===== config.mk =====
export PLATFORM = sky130hd
export DESIGN_NAME = eth_img_frame_rx
export DESIGN_NICKNAME = d
export VERILOG_FILES = /design/src/rtl/eth_img_pkg.sv /design/src/rtl/eth_img_word_fifo.sv /design/src/rtl/eth_img_frame_rx.sv
export SDC_FILE = /design/constraint.sdc
export NUM_CORES = 1
export LEC_CHECK = 0
export ABC_AREA = 1
export BUFFER_PORTS_ARGS = -buffer_cell sky130_fd_sc_hd__buf_2
export CORE_UTILIZATION = 57
export DETAILED_ROUTE_END_ITERATION = 10
export HOLD_SLACK_MARGIN = 0.02
export PLACE_DENSITY_LB_ADDON = 0.2
export SKIP_LAST_GASP = 1
export SLEW_MARGIN = 10
export SYNTH_ARGS = -nofsm -noshare
export SYNTH_HDL_FRONTEND = slang
export SYNTH_SLANG_ARGS = --single-unit

===== constraint.sdc =====
create_clock -name eth_rx_clk -period 5.5 [get_ports eth_rx_clk]
set_input_delay 0.55 -clock eth_rx_clk [delete_from_list [all_inputs] [get_ports eth_rx_clk]]
set_output_delay 0.55 -clock eth_rx_clk [all_outputs]
set_load 0.005 [all_outputs]

===== src/rtl/eth_img_pkg.sv =====
// Shared definitions for the UDP image frame receiver: FSM states,
// abort cause codes and the default frame-start word.
package eth_img_pkg;

    typedef enum logic [1:0] {
        WAIT_HEAD = 2'd0,
        WAIT_RES  = 2'd1,
        RECV      = 2'd2
    } state_t;

    localparam logic [2:0] ERR_NONE     = 3'd0;
    localparam logic [2:0] ERR_BAD_RES  = 3'd1;
    localparam logic [2:0] ERR_OVERFLOW = 3'd2;
    localparam logic [2:0] ERR_TIMEOUT  = 3'd3;
    localparam logic [2:0] ERR_RESYNC   = 3'd4;

    localparam logic [31:0] DEF_HEAD_MAGIC = 32'hF05AA50F;

endpackage


===== src/rtl/eth_img_word_fifo.sv =====
// Small synchronous word FIFO between the UDP side and the pixel serialiser.
// A push while full is accepted only when a pop happens in the same cycle;
// flush empties the FIFO immediately.
module eth_img_word_fifo
    import eth_img_pkg::*;
#(
    parameter int WIDTH = 32,
    parameter int DEPTH = 4
)(
    input  logic             clk,
    input  logic             rstn,
    input  logic             i_flush,
    input  logic             i_push,
    input  logic [WIDTH-1:0] i_data,
    input  logic             i_pop,
    output logic [WIDTH-1:0] o_data,
    output logic             o_full,
    output logic             o_empty
);
    localparam int AW = $clog2(DEPTH);

    logic [WIDTH-1:0] r_mem [DEPTH];
    logic [AW:0]      r_wptr;
    logic [AW:0]      r_rptr;
    logic             w_push_ok;
    logic             w_pop_ok;

    assign o_empty   = (r_wptr == r_rptr);
    assign o_full    = (r_wptr[AW] != r_rptr[AW]) && (r_wptr[AW-1:0] == r_rptr[AW-1:0]);
    assign o_data    = r_mem[r_rptr[AW-1:0]];
    assign w_push_ok = i_push && (!o_full || i_pop);
    assign w_pop_ok  = i_pop && !o_empty;

    // Pointer update; flush and reset both return the FIFO to empty.
    always_ff @(posedge clk) begin
        if (!rstn || i_flush) begin
            r_wptr <= '0;
            r_rptr <= '0;
        end else begin
            if (w_push_ok) r_wptr <= r_wptr + 1'b1;
            if (w_pop_ok)  r_rptr <= r_rptr + 1'b1;
        end
    end

    // Storage write; contents need no reset since the pointers gate reads.
    always_ff @(posedge clk) begin
        if (w_push_ok && !i_flush) r_mem[r_wptr[AW-1:0]] <= i_data;
    end

endmodule


===== src/rtl/eth_img_frame_rx.sv =====
// UDP image frame receiver: parses magic + resolution header, buffers payload
// words in a small FIFO and serialises each word into two RGB565 pixels with
// line/frame markers, abort reporting and a completed-frame counter.
// Optional macro ETH_IMG_RESYNC_EN: a header word inside a frame aborts it and
// starts a new frame instead of being treated as pixel data.
module eth_img_frame_rx
    import eth_img_pkg::*;
#(
    parameter int                   UDP_WIDTH   = 32,
    parameter int                   PIX_WIDTH   = 16,
    parameter int                   MAX_H       = 1920,
    parameter int                   MAX_V       = 1080,
    parameter logic [UDP_WIDTH-1:0] HEAD_MAGIC  = DEF_HEAD_MAGIC,
    parameter int                   FIFO_DEPTH  = 4,
    parameter int                   TIMEOUT_CYC = 65535
)(
    input  logic                 eth_rx_clk,
    input  logic                 rstn,
    input  logic [UDP_WIDTH-1:0] udp_date_rcev,
    input  logic                 udp_date_en,
    output logic [PIX_WIDTH-1:0] img_data,
    output logic                 img_data_en,
    output logic                 img_data_vs,
    output logic                 img_data_sol,
    output logic                 img_data_eof,
    output logic [15:0]          img_h,
    output logic [15:0]          img_v,
    output logic [15:0]          frame_cnt,
    output logic                 frame_err,
    output logic [2:0]           err_code
);
    localparam int              WCNT_W    = $clog2(MAX_H * MAX_V / 2) + 1;
    localparam int              IDLE_W    = $clog2(TIMEOUT_CYC + 1);
    localparam logic [IDLE_W-1:0] IDLE_LAST = IDLE_W'(TIMEOUT_CYC - 1);
    localparam logic [15:0]     MAX_H16   = 16'(MAX_H);
    localparam logic [15:0]     MAX_V16   = 16'(MAX_V);

    state_t                 r_state, w_state_nxt;
    logic [15:0]            r_h, r_v, r_x, r_y, r_fcnt;
    logic [WCNT_W-1:0]      r_wtotal, r_wcnt;
    logic [IDLE_W-1:0]      r_idle;
    logic                   r_half, r_en, r_sol, r_eof, r_vs, r_err;
    logic [PIX_WIDTH-1:0]   r_lo, r_data;
    logic [2:0]             r_code;

    logic                   w_magic, w_res_ok, w_frame_open, w_pop, w_pix, w_last_pix;
    logic                   w_accept, w_push, w_abort, w_flush, w_done;
    logic [2:0]             w_code;
    logic [15:0]            w_res_h, w_res_v;
    logic [WCNT_W-1:0]      w_total;
    logic [UDP_WIDTH-1:0]   w_fifo_dout;
    logic                   w_full, w_empty;

    assign w_magic      = udp_date_en && (udp_date_rcev == HEAD_MAGIC);
    assign w_res_h      = udp_date_rcev[31:16];
    assign w_res_v      = udp_date_rcev[15:0];
    assign w_res_ok     = (w_res_h >= 16'd2) && (w_res_h <= MAX_H16) && !w_res_h[0]
                          && (w_res_v >= 16'd1) && (w_res_v <= MAX_V16);
    assign w_total      = WCNT_W'(w_res_h[15:1]) * WCNT_W'(w_res_v);
    assign w_frame_open = (r_wcnt != r_wtotal);
    assign w_pop        = (r_state == RECV) && !r_half && !w_empty;
    assign w_pix        = w_pop || r_half;
    assign w_last_pix   = (r_x == r_h - 16'd1) && (r_y == r_v - 16'd1);

    eth_img_word_fifo #(
        .WIDTH (UDP_WIDTH),
        .DEPTH (FIFO_DEPTH)
    ) u_fifo (
        .clk     (eth_rx_clk),
        .rstn    (rstn),
        .i_flush (w_flush),
        .i_push  (w_push),
        .i_data  (udp_date_rcev),
        .i_pop   (w_pop),
        .o_data  (w_fifo_dout),
        .o_full  (w_full),
        .o_empty (w_empty)
    );

    // State register.
    always_ff @(posedge eth_rx_clk) begin
        if (!rstn) r_state <= WAIT_HEAD;
        else       r_state <= w_state_nxt;
    end

    // Header parsing, FIFO push decision, completion and abort causes.
    always_comb begin
        w_state_nxt = r_state;
        w_accept    = 1'b0;
        w_push      = 1'b0;
        w_abort     = 1'b0;
        w_flush     = 1'b0;
        w_done      = 1'b0;
        w_code      = ERR_NONE;
        case (r_state)
            WAIT_HEAD: begin
                if (w_magic) w_state_nxt = WAIT_RES;
            end
            WAIT_RES: begin
                if (udp_date_en && !w_magic) begin
                    if (w_res_ok) begin
                        w_accept    = 1'b1;
                        w_state_nxt = RECV;
                    end else begin
                        w_abort     = 1'b1;
                        w_code      = ERR_BAD_RES;
                        w_state_nxt = WAIT_HEAD;
                    end
                end
            end
            RECV: begin
                if (r_eof) begin
                    w_done      = 1'b1;
                    w_flush     = 1'b1;
                    w_state_nxt = WAIT_HEAD;
`ifdef ETH_IMG_RESYNC_EN
                end else if (w_magic && w_frame_open) begin
                    w_abort     = 1'b1;
                    w_code      = ERR_RESYNC;
                    w_flush     = 1'b1;
                    w_state_nxt = WAIT_RES;
`endif
                end else if (udp_date_en && w_frame_open) begin
                    if (w_full && !w_pop) begin
                        w_abort     = 1'b1;
                        w_code      = ERR_OVERFLOW;
                        w_flush     = 1'b1;
                        w_state_nxt = WAIT_HEAD;
                    end else begin
                        w_push = 1'b1;
                    end
                end else if (!udp_date_en && (r_idle == IDLE_LAST)) begin
                    w_abort     = 1'b1;
                    w_code      = ERR_TIMEOUT;
                    w_flush     = 1'b1;
                    w_state_nxt = WAIT_HEAD;
                end
            end
            default: w_state_nxt = WAIT_HEAD;
        endcase
    end

    // Frame bookkeeping: resolution latch, word/idle counters, status pulses.
    always_ff @(posedge eth_rx_clk) begin
        if (!rstn) begin
            r_h      <= '0;
            r_v      <= '0;
            r_wtotal <= '0;
            r_wcnt   <= '0;
            r_idle   <= '0;
            r_vs     <= 1'b0;
            r_err    <= 1'b0;
            r_code   <= ERR_NONE;
            r_fcnt   <= '0;
        end else begin
            r_vs  <= w_accept;
            r_err <= w_abort;
            if (w_abort) r_code <= w_code;
            if (w_done)  r_fcnt <= r_fcnt + 1'b1;
            if (w_accept) begin
                r_h      <= w_res_h;
                r_v      <= w_res_v;
                r_wtotal <= w_total;
                r_wcnt   <= '0;
            end else if (w_push) begin
                r_wcnt <= r_wcnt + 1'b1;
            end
            if (r_state != RECV || udp_date_en) r_idle <= '0;
            else                                r_idle <= r_idle + 1'b1;
        end
    end

    // Serialiser: high half on the pop cycle, low half on the next, with x/y tracking.
    always_ff @(posedge eth_rx_clk) begin
        if (!rstn) begin
            r_half <= 1'b0;
            r_lo   <= '0;
            r_data <= '0;
            r_en   <= 1'b0;
            r_sol  <= 1'b0;
            r_eof  <= 1'b0;
            r_x    <= '0;
            r_y    <= '0;
        end else if (w_flush || r_state != RECV) begin
            r_half <= 1'b0;
            r_en   <= 1'b0;
            r_sol  <= 1'b0;
            r_eof  <= 1'b0;
            r_x    <= '0;
            r_y    <= '0;
        end else begin
            r_en  <= w_pix;
            r_sol <= w_pix && (r_x == 16'd0);
            r_eof <= w_pix && w_last_pix;
            if (w_pop) begin
                r_data <= w_fifo_dout[UDP_WIDTH-1 -: PIX_WIDTH];
                r_lo   <= w_fifo_dout[PIX_WIDTH-1:0];
                r_half <= 1'b1;
            end else if (r_half) begin
                r_data <= r_lo;
                r_half <= 1'b0;
            end
            if (w_pix) begin
                if (r_x == r_h - 16'd1) begin
                    r_x <= '0;
                    r_y <= r_y + 1'b1;
                end else begin
                    r_x <= r_x + 1'b1;
                end
            end
        end
    end

    assign img_data     = r_data;
    assign img_data_en  = r_en;
    assign img_data_vs  = r_vs;
    assign img_data_sol = r_sol;
    assign img_data_eof = r_eof;
    assign img_h        = r_h;
    assign img_v        = r_v;
    assign frame_cnt    = r_fcnt;
    assign frame_err    = r_err;
    assign err_code     = r_code;

endmodule

==> run metrics <==
IO Port Bufs=105; Layout Area Growth over Synthesis=12.9%; share of post-route cells with drive strength above 1=11.0%; final wirelength=52900 um; number of unique standard cell types used by synthesis=46; Post-Layout Inst Area=23800 um2; number of antenna violations at the first check in global routing=4; worst slew slack as a fraction of its limit=26.3%; clock-pin slew on the worst setup and hold paths=0.06 ns; CTS buffer count=36; Finish-stage setup viols=0; total global routing track utilization=28.9%; Placement Rows=70; status=completed; post-route setup TNS=0 ns; post-route DRC violation count=0; number of enable-type register cells in the synthesized netlist=128; share of synthesized registers carrying an async set or reset=0%; cell type with the highest aggregate area in the netlist=edfxtp_1; global-route wire length before repair=88000 um; grt total ovfl=0; number of hold violations in the final report=0; most used standard cell by instance count after synthesis=nand2_1; Post-Place Worst Slack=-0.303 ns; CP max FO=10; placer congestion estimate=0.921; cell with the largest stage delay on the worst path=fa_1; Starting Density=57.8%; Avg WL per Cell=15.8 um; final core utilization=65.2%; Max clock buf depth=3; Hold WC Path Type=primary input to register; synthesized instance count=2698; sequential cell area=7610 um2; number of search-and-repair iterations in the first detailed-routing pass=6; via/cell ratio=5.34; Startpoint Class=primary input; Setup Buffers After CTS=0; total core area=36400 um2; Area contributors post-synth=edfxtp_1, dfxtp_1, fa_1, nand2_1, inv_1; drt first-iter violations=1549; Most used DFF post-synth=dfxtp_1; fin nets=3090; CTS tree=yes; largest net degree at the start of global routing=66; buffer cell driving the clock tree root=clkbuf_16; maximum level of the CTS H-tree=2; unrepaired setup endpoints after global routing=false; Die X=194 um; time the worst path needs with I/O delays and setup=5.22 ns; worst slack on hold paths=0.311 ns; sequential element share of the synthesized area=36.1%; I/O Pins=107; clock insertion delay at the later pin of the skew report=0.55 ns; Max Clock Skew=0.0252 ns; critical path start-end classification=primary input to register; cell count after placement=3277; via total after detailed routing=17900; overall die area=37700 um2; Synth Net Count=2941; final HPWL from detailed placement=38900 um; # fillers=3087; VDD IR-drop max=0.687 mV; number of global-route vias before repair=17500; vertical extent of the die=194 um; post-synth top area share=18.3%; slack of the critical path=0.284 ns; sum of internal, switching and leakage power=10.3 mW; number of flip-flops and latches in the synthesized netlist=316; critical path, cell by cell=buf_2 > buf_4 > nand2_1 > inv_1 > fa_1 > inv_1 > fa_1 > inv_1 > fa_1 > fa_1 > fa_1 > inv_1 > fa_1 > inv_1 > ha_1 > nand2_1 > nor2_1 > nand2_1 > nor3b_1 > nor2_1 > inv_1 > nand2_1 > nand3_1 > nand2_1; slew at the pin closest to its max-slew limit=1.10 ns; Warnings, synthesis=0; total placed instance area=22600 um2; count of placed standard cells in the final layout, fillers left out=3346; maximum cell stage delay along the critical path=0.56 ns; Leakage=11.1 nW; TritonCTS sink count=316; max-slew violations=0; area used by multi-input combinational logic=11200 um2; share of the clock period used by the worst path after layout=94.8%; Post-DRT Antenna Nets=0; required time of the critical path=5.95 ns; Syn Std Cell Area=21000 um2; ranking of synthesized cells by instance count=nand2_1, inv_1, nor2_1, dfxtp_1, fa_1; Setup crit end kind=register; max_cap viols=0; top achievable clock speed=192 MHz; P per Cell Area=435 nW/um2; Arr. time, crit path=5.66 ns; Syn Area/Cell=7.80 um2
[metal layers]
metal  track usage (%)  part of all wire, %  up-vias
li1                  -                    -     8702
met1              38.3                   42     8465
met2              48.7                   47      589
met3              4.30                  7.4      109
met4              9.76                  2.8        4
met5                 0                0.055        -
[worst max-delay path: cells and delay by family]
| kind | cells | cell delay, ns |
|---|---|---|
| buffers and inverters | 8 | 0.70 |
| AND/OR/NAND/NOR | 9 | 1.00 |
| adder cells (fa/ha/maj) | 7 | 3.40 |
[registers in the layout (all words and copies together) (netlist names), 3 cells and up, named ones only]
signal	flops
frame_cnt	16
r_y	16
r_x	16
r_wcnt	21
u_fifo.r_wptr	3
r_lo	16
u_fifo.r_mem	128
r_idle	16
img_data	16
img_v	16
u_fifo.r_rptr	3
img_h	16
r_wtotal	21
[cell type report]
class                           instances  share of cell area [%]
Antenna cell                            3                  0.0316
Tap cell                              468                    2.46
Clock buffer                           48                    4.07
Sequential cell                       316                    32.0
Clock inverter                         18                   0.748
Inverter                              488                    7.71
Timing Repair Buffer                  220                    6.00
Multi-Input combinational cell       1785                    47.0
[path summary, 6_finish.rpt]
path / slack [ns] / start / cells past startpoint / to
max: 0.28 / udp_date_rcev[21] / 24 / r_wtotal[20]
min: 0.31 / udp_date_rcev[16] / 1 / u_fifo.r_mem[1][16]
max reg2reg: 1.64 / r_state[0] / 12 / u_fifo.r_mem[2][24]
min reg2reg: 0.46 / img_v[15] / 2 / img_v[15]
[power by group]
part / leakage [nW] / switching (mW) / internal, mW
clock: 0.561 / 0.984 / 1.35
combinational: 7.90 / 3.09 / 2.47
sequential: 2.66 / 0.00213 / 2.44
total: 11.1 / 4.07 / 6.25
[logic make-up after synthesis]
logic type                 after synthesis  share of synthesized area (%)
xor gates and xnor gates               120                           4.99
AOI/OAI and AO/OA                      293                           7.31
other                                    1                         0.0178
adders and majority gates              208                           17.3
DFF                                    316                           36.1
buffers and inverters                  597                           11.0
and+or+nand+nor                       1163                           23.3
[placed cells by master, fill, tap and decap left out, types with 32 or more instances in the layout]
master,netlist,final
xor2_1,75,75
buf_2,29,105
nand2_1,682,682
ha_1,71,70
nand4_1,59,59
edfxtp_1,128,128
o22ai_1,32,32
o21ai_0,134,132
buf_4,7,112
nor2_1,243,239
inv_1,479,478
a21oi_1,110,110
xnor2_1,45,45
clkbuf_16,0,36
dfxtp_1,188,187
fa_1,137,137
nand3_1,91,91
[timing repair]
| item | 4_1_cts | 5_1_grt |
|---|---|---|
| hold buffers | 0 | 0 |
| hold endpoints to repair | 0 | 0 |
| setup endpoints to repair | 0 | 1 |
| gates resized for setup | 0 | 1 |
No activity file was read; power rests on OpenSTA's default activity.
